===== config.mk =====
export PLATFORM = sky130hd
export DESIGN_NAME = relu_packer_flat
export DESIGN_NICKNAME = d
export VERILOG_FILES = /design/src/rtl/relu_packer_if.sv /design/src/rtl/relu_packer.sv /design/src/flat_wrapper.sv
export SDC_FILE = /design/constraint.sdc
export NUM_CORES = 1
export LEC_CHECK = 0
export ABC_AREA = 1
export ABC_CLOCK_PERIOD_IN_PS = 4500
export BUFFER_PORTS_ARGS = -buffer_cell sky130_fd_sc_hd__buf_4
export CAP_MARGIN = 20
export CORE_MARGIN = 4
export CORE_UTILIZATION = 55
export DETAILED_ROUTE_END_ITERATION = 12
export MAX_ROUTING_LAYER = met4
export PLACE_DENSITY_LB_ADDON = 0.12
export SLEW_MARGIN = 20
export SYNTH_ARGS = -nofsm -noshare
export SYNTH_HDL_FRONTEND = slang
export SYNTH_SLANG_ARGS = --single-unit

===== constraint.sdc =====
create_clock -name clk -period 4.5 [get_ports clk]
set_input_delay 0.675 -clock clk [delete_from_list [all_inputs] [get_ports clk]]
set_output_delay 0.675 -clock clk [all_outputs]
set_load 0.02 [all_outputs]

===== src/rtl/relu_packer_if.sv =====
// Sample-in / packed-word-out handshake bundle for relu_packer.
// Both streams use valid/ready: a transfer happens on a rising edge where valid && ready.
interface relu_packer_if #(
    parameter int DATA_W = 16,
    parameter int LANES  = 4
);
    localparam int LW = $clog2(LANES + 1);

    logic                    in_valid;
    logic                    in_ready;
    logic [DATA_W-1:0]       in_data;
    logic                    in_last;
    logic                    relu_en;
    logic                    out_valid;
    logic                    out_ready;
    logic [LANES*DATA_W-1:0] out_data;
    logic [LW-1:0]           out_lanes;
    logic                    out_last;

    // Source/sink side (accumulator upstream, plane RAM downstream).
    modport master (
        output in_valid, in_data, in_last, relu_en, out_ready,
        input  in_ready, out_valid, out_data, out_lanes, out_last
    );

    // Packer side.
    modport slave (
        input  in_valid, in_data, in_last, relu_en, out_ready,
        output in_ready, out_valid, out_data, out_lanes, out_last
    );
endinterface


===== src/rtl/relu_packer.sv =====
// ReLU clamp plus MSB-lane-first packing of accumulator results into LANES-wide words,
// with a single back-pressured output register.
module relu_packer #(
    parameter int DATA_W = 16,
    parameter int LANES  = 4
) (
    input  logic         clk,
    input  logic         rst_n,
    relu_packer_if.slave bus
);
    localparam int LW = $clog2(LANES + 1);
    localparam int IW = (LANES > 1) ? $clog2(LANES) : 1;
    localparam int WW = LANES * DATA_W;

    logic [IW-1:0]     idx_q, idx_d;
    logic [DATA_W-1:0] lane_q [LANES];
    logic [DATA_W-1:0] lane_d [LANES];
    logic              out_valid_q, out_valid_d;
    logic [WW-1:0]     out_data_q, out_data_d;
    logic [LW-1:0]     out_lanes_q, out_lanes_d;
    logic              out_last_q, out_last_d;

    logic              in_ready;
    logic              accept;
    logic              close;
    logic [DATA_W-1:0] sample;
    logic [WW-1:0]     word;

    always_comb begin
        in_ready = !out_valid_q || bus.out_ready;
        accept   = bus.in_valid && in_ready;
        close    = accept && ((idx_q == IW'(LANES - 1)) || bus.in_last);
        sample   = (bus.relu_en && bus.in_data[DATA_W-1]) ? '0 : bus.in_data;

        // Lanes past the one being written are forced to zero regardless of pack contents.
        word = '0;
        for (int k = 0; k < LANES; k++) begin
            if (k < int'(idx_q)) begin
                word[(LANES-k)*DATA_W-1 -: DATA_W] = lane_q[k];
            end else if (k == int'(idx_q)) begin
                word[(LANES-k)*DATA_W-1 -: DATA_W] = sample;
            end
        end

        idx_d       = idx_q;
        lane_d      = lane_q;
        out_valid_d = out_valid_q;
        out_data_d  = out_data_q;
        out_lanes_d = out_lanes_q;
        out_last_d  = out_last_q;

        if (out_valid_q && bus.out_ready) begin
            out_valid_d = 1'b0;
        end

        // A close in the same cycle as a consume reloads the register back-to-back.
        if (close) begin
            out_valid_d = 1'b1;
            out_data_d  = word;
            out_lanes_d = LW'(idx_q) + LW'(1);
            out_last_d  = bus.in_last;
            idx_d       = '0;
            for (int k = 0; k < LANES; k++) begin
                lane_d[k] = '0;
            end
        end else if (accept) begin
            lane_d[idx_q] = sample;
            idx_d         = idx_q + IW'(1);
        end
    end

    always_ff @(posedge clk or negedge rst_n) begin
        if (!rst_n) begin
            idx_q       <= '0;
            out_valid_q <= 1'b0;
            out_data_q  <= '0;
            out_lanes_q <= '0;
            out_last_q  <= 1'b0;
            for (int k = 0; k < LANES; k++) begin
                lane_q[k] <= '0;
            end
        end else begin
            idx_q       <= idx_d;
            out_valid_q <= out_valid_d;
            out_data_q  <= out_data_d;
            out_lanes_q <= out_lanes_d;
            out_last_q  <= out_last_d;
            for (int k = 0; k < LANES; k++) begin
                lane_q[k] <= lane_d[k];
            end
        end
    end

    assign bus.in_ready  = in_ready;
    assign bus.out_valid = out_valid_q;
    assign bus.out_data  = out_data_q;
    assign bus.out_lanes = out_lanes_q;
    assign bus.out_last  = out_last_q;
endmodule


===== src/flat_wrapper.sv =====
// flat-port wrapper written by rule: the top's interface ports become plain ports
module relu_packer_flat 
#(
    parameter int DATA_W = 16,
    parameter int LANES  = 4
)
  (clk, rst_n, bus_in_valid, bus_in_data, bus_in_last, bus_relu_en, bus_out_ready, bus_in_ready, bus_out_valid, bus_out_data, bus_out_lanes, bus_out_last);
  relu_packer_if #(.DATA_W(DATA_W), .LANES(LANES)) bus_i ();
  input  logic clk;
  input  logic rst_n;
  input wire logic [$bits(bus_i.in_valid)-1:0] bus_in_valid;
  input wire logic [$bits(bus_i.in_data)-1:0] bus_in_data;
  input wire logic [$bits(bus_i.in_last)-1:0] bus_in_last;
  input wire logic [$bits(bus_i.relu_en)-1:0] bus_relu_en;
  input wire logic [$bits(bus_i.out_ready)-1:0] bus_out_ready;
  output wire logic [$bits(bus_i.in_ready)-1:0] bus_in_ready;
  output wire logic [$bits(bus_i.out_valid)-1:0] bus_out_valid;
  output wire logic [$bits(bus_i.out_data)-1:0] bus_out_data;
  output wire logic [$bits(bus_i.out_lanes)-1:0] bus_out_lanes;
  output wire logic [$bits(bus_i.out_last)-1:0] bus_out_last;
  assign bus_i.in_valid = bus_in_valid;
  assign bus_i.in_data = bus_in_data;
  assign bus_i.in_last = bus_in_last;
  assign bus_i.relu_en = bus_relu_en;
  assign bus_i.out_ready = bus_out_ready;
  assign bus_in_ready = bus_i.in_ready;
  assign bus_out_valid = bus_i.out_valid;
  assign bus_out_data = bus_i.out_data;
  assign bus_out_lanes = bus_i.out_lanes;
  assign bus_out_last = bus_i.out_last;
  relu_packer #(.DATA_W(DATA_W), .LANES(LANES)) u_core (.clk(clk), .rst_n(rst_n), .bus(bus_i));
endmodule

---- Word level (Yosys, flattened, before mapping) ----
Cells that the tools add are included.
W data, S select, Z words.
storage, ports and cells
  register bits ........................... 135
  bits of input ports ..................... 22
  output and inout bits ................... 70
  word-level logic and storage cells ...... 49
operators by class
  add/subtract/negate cells ............... 2
  magnitude comparators ................... 5
  eq/ne operators ......................... 4
  mux-type cells .......................... 17
  bitwise operators ....................... 1
  reductions and logical operators ........ 11
operators by type and width
  operator               count
  $mux W16               9
  $mux W64               2
  $bwmux W64             1
  $demux W16 S2          1
  $logic_and A1 B1 Y1    5
  $eq A2 B2 Y1 const A   2
  $lt A1 B2 Y1 const A   2
  $mux W2                2
  $reduce_bool A2 Y1     2
  $add A2 B1 Y3 const B  1
  $ge A3 B3 Y1 const B   1
  $lt A3 B1 Y1 const B   1
  $not A2 Y3             1
  $add A2 B1 Y2 const B  1
  $eq A1 B2 Y1 const A   1
  $eq A2 B2 Y1 const B   1
  $logic_not A2 Y1       1
  $logic_or A1 B1 Y1     2
  $lt A2 B2 Y1 const A   1
  $mux W1                2
  $logic_not A1 Y1       1

---- Depth between registers and ports, before layout ----
Gate-level depths: netlist (run 1).
  depth after elaboration ................. 8
  gate-level depth with buffers ........... 11
  depth with buffers taken out ............ 7

---- Worst setup path before layout (run 1) ----
Ideal clock, no wire load.
  path kind ............................... reg2reg
  from .................................... register u_core.idx_q[1]
  to ...................................... register u_core.lane_q[37] (netlist bit)
  library setup time ...................... 116 ps
  arrival ................................. 1,798 ps
  required time ........................... 4,384 ps
  slack ................................... 2,585 ps
  stages on the path, launching flop included .. 11
  path buffers ............................ 4
  period minus slack after synthesis ...... 1,915 ps
  cell sequence ........................... dfrtp_1 -> buf_2 -> clkinv_1 -> buf_2 -> ha_1 -> buf_2 -> inv_2 -> clkbuf_1 -> nor2_1 -> nand2_1 -> nand2_1
on the way
  cells in the longest elaborated chain, start to end .. 8
  elaborated cells on any way between the ends .. 13
  classes of those cells .................. 2 x order compare; 1 x eq/ne; 5 x mux; 1 x bitwise; 4 x reduce/logical
RTL lines
  item                                                                       line               source
  start, declared                                                            relu_packer.sv:15  logic [IW-1:0] idx_q, idx_d;
  start signal, assigned                                                     relu_packer.sv:83  idx_q <= idx_d;
  $not A2 Y3 (not written as such)                                           relu_packer.sv:67  lane_d[idx_q] = sample;
  $ge A3 B3 Y1 (not written as such) / $lt A3 B1 Y1 (equally long branches)  relu_packer.sv:67
  $logic_and A1 B1 Y1 (not written as such)                                  relu_packer.sv:67
  $mux W16 (not written as such)                                             relu_packer.sv:67
  $demux W16 S2                                                              relu_packer.sv:67
  $bwmux W64                                                                 relu_packer.sv:67
  $mux W64                                                                   relu_packer.sv:66  end else if (accept) begin
  $mux W64                                                                   relu_packer.sv:57  if (close) begin
  end signal, assigned by index                                              relu_packer.sv:89  lane_q[k] <= lane_d[k];
  end, declared                                                              relu_packer.sv:16  logic [DATA_W-1:0] lane_q [LANES];
Parallel ways exist; a longest one is shown, timed or not. The select of a mux whose other input is x is not followed.
A chain may end at the register's enable or synchronous reset.

---- Worst setup path after layout (run 1) ----
  from .................................... register u_core.idx_q[1]
  to ...................................... register u_core.lane_q[57] (netlist bit)
The elaborated chain is that of the path after synthesis.

==> impl_metrics.tcl, run 1 <==
set metrics [dict create \
    run_status "finished, final reports clean" \
    yosys.area_share.simple_pct 39.8 \
    die_area_um2 12000 \
    r2r-start "u_core.idx_q[1]" \
    row_count 36 \
    synth_cell_types 19 \
    maxCapViolCount 0 \
    core-area_um2 9910 \
    max_stage_delay_ns 0.71 \
    insertion_delay_ns 0.52 \
    crit_chain "clkinv_1 -> ha_1 -> inv_2 -> nand2_1 -> nand2_2 -> nand2_1 -> nand2_1" \
    grt_util_all_layers_pct 29.9 \
    layout.nets 867 \
    htree_num_levels 4 \
    die_w_um 110 \
    p_leak_uw 0.00408 \
    netlist_top_cells_area "dfrtp_1, nand2_1, nand4_1, nor2_1, buf_2" \
    grt_max_degree 68 \
    place_ws_ns 1.62 \
    routed_wl_mm 16.2 \
    grt_antenna_before_repair 0 \
    synthAdderAreaFrac_pct 1.10 \
    syn-instance-count 769 \
    cp_max_fo 20 \
    overflow 0 \
    postCtsSetupRepairBufs 0 \
    yosys.area.top_type "dfrtp_1" \
    ys_seq_area_share_pct 52.5 \
    drive_above_1_share_pct 15.6 \
    min_period_ns 2.87 \
    reg2reg_to "u_core.lane_q[57]" \
    period_share_pct 63.9 \
    arrival_ns 3.33 \
    postCtsHoldBufs 0 \
    dieHeight_um 110 \
    crit_path_end_kind "flop" \
    utilization_pct 69.2 \
    post_cts_resized 0 \
    area_growth_pct 20.9 \
    finalWorstSetupSlack_ns 1.63 \
    synth_top_family_by_area "simple AND/OR/NAND/NOR gates" \
    clk_path_buf_depth 2 \
    routedWlPerCell_um 16.4 \
    setup_tns_ns 0 \
    cts_buffers 17 \
    cts_root_buffer "clkbuf_8" \
    detail-route-antenna-nets 0 \
    nFillCells 869 \
    hpwl_mm 10.9 \
    fin_skew_ns 0.00822 \
    port_buffers 91 \
    final-max-slew-violation-count 0 \
    hold_path_class "input port to asynchronous set/reset pin" \
    syn-mean-instance-area_um2 7.37 \
    syn-num-nets 796 \
    synth_seq_cells 119 \
    cp-start-kind "flop" \
    clkSinkCount 119 \
    crit_required_ns 4.96 \
    area.sequential_um2 2980 \
    synth-compound-area-share_pct 0.353 \
    final_cell_mix "nand2_1, dfrtp_1, buf_4" \
    critical_path_class "flop to flop" \
    maxSlewHeadroom_pct 32.1 \
    path_buf_inv 2 \
    tightest_slew_ns 1.02 \
    synth_top_area_share_pct 52.5 \
    cp_slowest_cell "dfrtp_1" \
    grt_pass1_vias 5224 \
    peakVddDrop_v 0.000274 \
    ys_warn_count 0 \
    crit_top_cell "nand2_1" \
    setup_viol 0 \
    drt_pass1_iterations 5 \
    rsz0062_at_grt "false" \
    diodes 0 \
    drtIter0Drc 511 \
    synth_mux_area_share_pct 0 \
    cts_tree "done" \
    start_util_pct 57.2 \
    cts.clk_slew.worst_paths_ns 0.06 \
    via_per_inst 5.27 \
    hold_viol_final 0 \
    grt_pass1_wl_mm 26.4 \
    fmax_mhz 348 \
    p_per_area_nw_per_um2 491 \
    synthXorXnorAreaFrac_pct 0 \
    pin_count 92 \
    routed-via-count 5195 \
    mostFrequentLayoutCell "nand2_1" \
    multi_input_area_um2 2350 \
    syn_area_um2 5670 \
    gp_congestion 0.954 \
    drc 0 \
    r2r_cells 7 \
    r2r_slack_ns 1.63 \
    critical-path-top-delay-family "buffers and inverters" \
]
[synthesized netlist by cell type]
cell / count
nand2_1: 466
dfrtp_1: 119
nor2_1: 48
nand4_1: 33
buf_2: 27
inv_1: 22
nand3_1: 17
buf_4: 9
clkbuf_1: 5
ha_1: 5
inv_2: 4
nand2_2: 3
o21ai_0: 3
buf_1: 2
buf_6: 2
a21oi_1: 1
clkinv_1: 1
nor2_2: 1
nor2_4: 1
[routing by layer]
metal	vias to the layer above	global-route usage (%)	share of wire [%]
met4	0	9.62	2.3
li1	2490	-	-
met2	212	47.6	47
met1	2459	37.1	42
met5	-	-	0
met3	34	8.51	8.6
[stage by stage]
step	power [uW]	hold WS [ns]	cells	area, um2
after floorplan	1860	0.379	769	5670
after global placement	2150	0.454	953	6320
after detailed placement	2180	0.459	954	6340
after global routing	3530	0.336	985	6860
after CTS	3380	0.281	985	6860
final	3360	0.274	985	6860
[layout make-up]
| type | instances | share of cell area (%) |
|---|---|---|
| Tap cell | 133 | 2.43 |
| Sequential cell | 119 | 43.4 |
| Clock buffer | 28 | 7.37 |
| Inverter | 27 | 1.48 |
| Multi-Input combinational cell | 578 | 34.3 |
| Timing Repair Buffer | 97 | 10.8 |
| Clock inverter | 3 | 0.219 |
[cell families after synthesis]
| group | Yosys count |
|---|---|
| buffers and inverters | 72 |
| DFF | 119 |
| AOI/OAI and AO/OA | 4 |
| adders and majority gates | 5 |
| and+or+nand+nor | 569 |
[flip-flops by register name (all words and copies together) (netlist names)]
name,flops
u_core.bus.out_data,64
u_core.bus.out_lanes,3
u_core.bus.out_last,1
u_core.bus.out_valid,1
u_core.idx_q,2
u_core.lane_q,48
[worst max-delay path by stage]
stage	from	to	slack [ns]	cells past startpoint
3_5_place_dp	bus_out_ready	u_core.bus.out_data[19]	1.62	7
6_report	u_core.idx_q[1]	u_core.lane_q[57]	1.63	7
4_1_cts	u_core.idx_q[1]	u_core.lane_q[57]	1.71	7
5_1_grt	u_core.idx_q[1]	u_core.lane_q[50]	1.39	7
2_1_floorplan	u_core.idx_q[1]	u_core.lane_q[37]	2.59	10
3_3_place_gp	bus_in_valid	u_core.bus.out_data[44]	1.46	6
[report_power, final]
part           internal (uW)  switching [uW]  total, uW
registers               1230             108       1340
clock network            744             451       1200
logic                    277             552        829
Power figures use the tool's default switching activity.
==> inputs of run 2 (changes only) <==
--- a/config.mk
+++ b/config.mk
@@ -6,7 +6,7 @@
 export NUM_CORES = 1
 export LEC_CHECK = 0
 export ABC_AREA = 1
-export ABC_CLOCK_PERIOD_IN_PS = 4500
+export ABC_CLOCK_PERIOD_IN_PS = 2850
 export BUFFER_PORTS_ARGS = -buffer_cell sky130_fd_sc_hd__buf_4
 export CAP_MARGIN = 20
 export CORE_MARGIN = 4
==> constraint.sdc (replaced) <==
create_clock -name clk -period 2.85 [get_ports clk]
set_input_delay 0.4275 -clock clk [delete_from_list [all_inputs] [get_ports clk]]
set_output_delay 0.4275 -clock clk [all_outputs]
set_load 0.02 [all_outputs]
==> impl_metrics.tcl, run 2 (same netlist as run 1, synthesis figures left out) <==
set metrics [dict create \
    maxSlewHeadroom_pct 47.6 \
    maxCapViolCount 0 \
    crit_path_end_kind "flop" \
    hold_path_class "input port to asynchronous set/reset pin" \
    rsz0062_at_grt "false" \
    cts_tree "done" \
    violations "negative hold slack" \
    postCtsSetupRepairBufs 0 \
    switching_share_pct 31.8 \
    grt_pass1_wl_mm 25.8 \
    cp_max_fo 20 \
    die_area_um2 12000 \
    grt_util_all_layers_pct 29.0 \
    die_w_um 110 \
    peakVddDrop_v 0.000470 \
    intPower_uw 3800 \
    cts.clk_slew.worst_paths_ns 0.05 \
    setup_tns_ns 0 \
    row_count 36 \
    final_cell_mix "nand2_1, dfrtp_1, buf_4" \
    grt_pass1_vias 5207 \
    drt_pass1_iterations 5 \
    tightest_slew_ns 0.783 \
    fmax_mhz 406 \
    via_per_inst 5.23 \
    clockPowerShare_pct 38.1 \
    dieHeight_um 110 \
    clkSinkCount 119 \
    routedWlPerCell_um 15.7 \
    layout.nets 874 \
    cts_root_buffer "clkbuf_8" \
    pwr-share-seq_pct 37.9 \
    start_util_pct 57.2 \
    fin_skew_ns 0.00523 \
    area_growth_pct 23.7 \
    insertion_delay_ns 0.51 \
    arrival_ns 2.92 \
    grt_max_degree 120 \
    run_status "complete, but fails checks" \
    routed_wl_mm 15.6 \
    port_buffers 91 \
    switchingPower_uw 1770 \
    pin_count 92 \
    cts_buffers 17 \
    final-max-slew-violation-count 0 \
    crit_required_ns 3.30 \
    grt_antenna_before_repair 0 \
    power_uw 5570 \
    p_leak_uw 0.00416 \
    gp_congestion 0.928 \
    setup_viol 0 \
    hpwl_mm 10.1 \
    min_period_ns 2.47 \
    pwr-share-comb_pct 24.0 \
    largest_reg_flops 64 \
    post_cts_resized 0 \
    hold_viol_final 11 \
    critical_path_class "flop to flop" \
    hold_slack_ns -0.0335 \
    detail-route-antenna-nets 0 \
    diodes 0 \
    p_per_area_nw_per_um2 794 \
    htree_num_levels 4 \
    period_share_pct 86.5 \
    mostFrequentLayoutCell "nand2_1" \
    postCtsHoldBufs 0 \
    clk_path_buf_depth 2 \
    cp-start-kind "flop" \
    routed-via-count 5192 \
    nFillCells 810 \
    overflow 0 \
    drc 0 \
    drtIter0Drc 369 \
    core-area_um2 9910 \
    drive_above_1_share_pct 16.7 \
]
[run 2: changes by cell type in the layout (fill, tap and decap cells not counted)]
cell        previous run  this run
buf_4                 96       100
buf_12                 1         4
bufinv_16              0         3
clkbuf_1               6         3
clkbuf_8               6         4
clkinv_2               3         5
clkinvlp_4             0         1
[run 2: per-stage QoR]
stage               std cells  worst slack, ns  util, %  cell area [um2]  hold slack [ns]
detailed placement        961            0.464     64.8             6430            0.458
global route              993            0.171     70.8             7020           0.0530
global placement          961            0.627     64.8             6430            0.453
finish                    993            0.384     70.8             7020          -0.0335
floorplan                 769            0.935        -             5670            0.132
CTS                       993            0.425     70.8             7020           0.0300
[run 2: final cells by class]
cell class / count / area, um2 / area share (%)
Inverter: 27 / 101 / 1.44
Clock inverter: 9 / 123 / 1.75
Multi-Input combinational cell: 578 / 2350 / 33.5
Timing Repair Buffer: 104 / 831 / 11.8
Clock buffer: 23 / 467 / 6.65
Tap cell: 133 / 166 / 2.37
Sequential cell: 119 / 2980 / 42.4
[run 2: power groups by stage]
stage	Clock [uW]	Sequential (uW)	Combinational [uW]
after detailed placement	0	2130	1330
final	2130	2110	1340
after CTS	2160	2110	1340
after floorplan	0	2300	637
after global routing	2230	2140	1470
after global placement	0	2120	1310
[run 2: worst max-delay path: stages, from the launching register on]
cell and delay [ns]:
dfrtp_1 0.76, clkinv_1 0.28, ha_1 0.47, inv_2 0.31, nand2_1 0.11, nand2_2 0.26
nand2_1 0.11, nand2_1 0.09
[run 2: metal layers]
metal / vias to the layer above / GRT usage (%) / routed length [um]
met5: - / - / 0
met2: 237 / 43.0 / 7120
li1: 2505 / - / -
met3: 52 / 7.99 / 1310
met4: 0 / 15.0 / 701
met1: 2398 / 36.6 / 6420
[run 2: worst paths after layout]
check / from / to / slack [ns] / depth (start not counted)
hold reg to reg: u_core.bus.out_data[54] / u_core.bus.out_data[54] / 0.47 / 2
hold / removal: rst_n / u_core.bus.out_data[61] / -0.03 / 2
min in group clk: bus_in_last / u_core.bus.out_last / 0.18 / 3
setup / recovery: u_core.idx_q[1] / u_core.lane_q[46] / 0.38 / 7
max in group asynchronous: rst_n / u_core.bus.out_data[27] / 2.38 / 2
setup reg to reg: u_core.idx_q[1] / u_core.lane_q[46] / 0.38 / 7
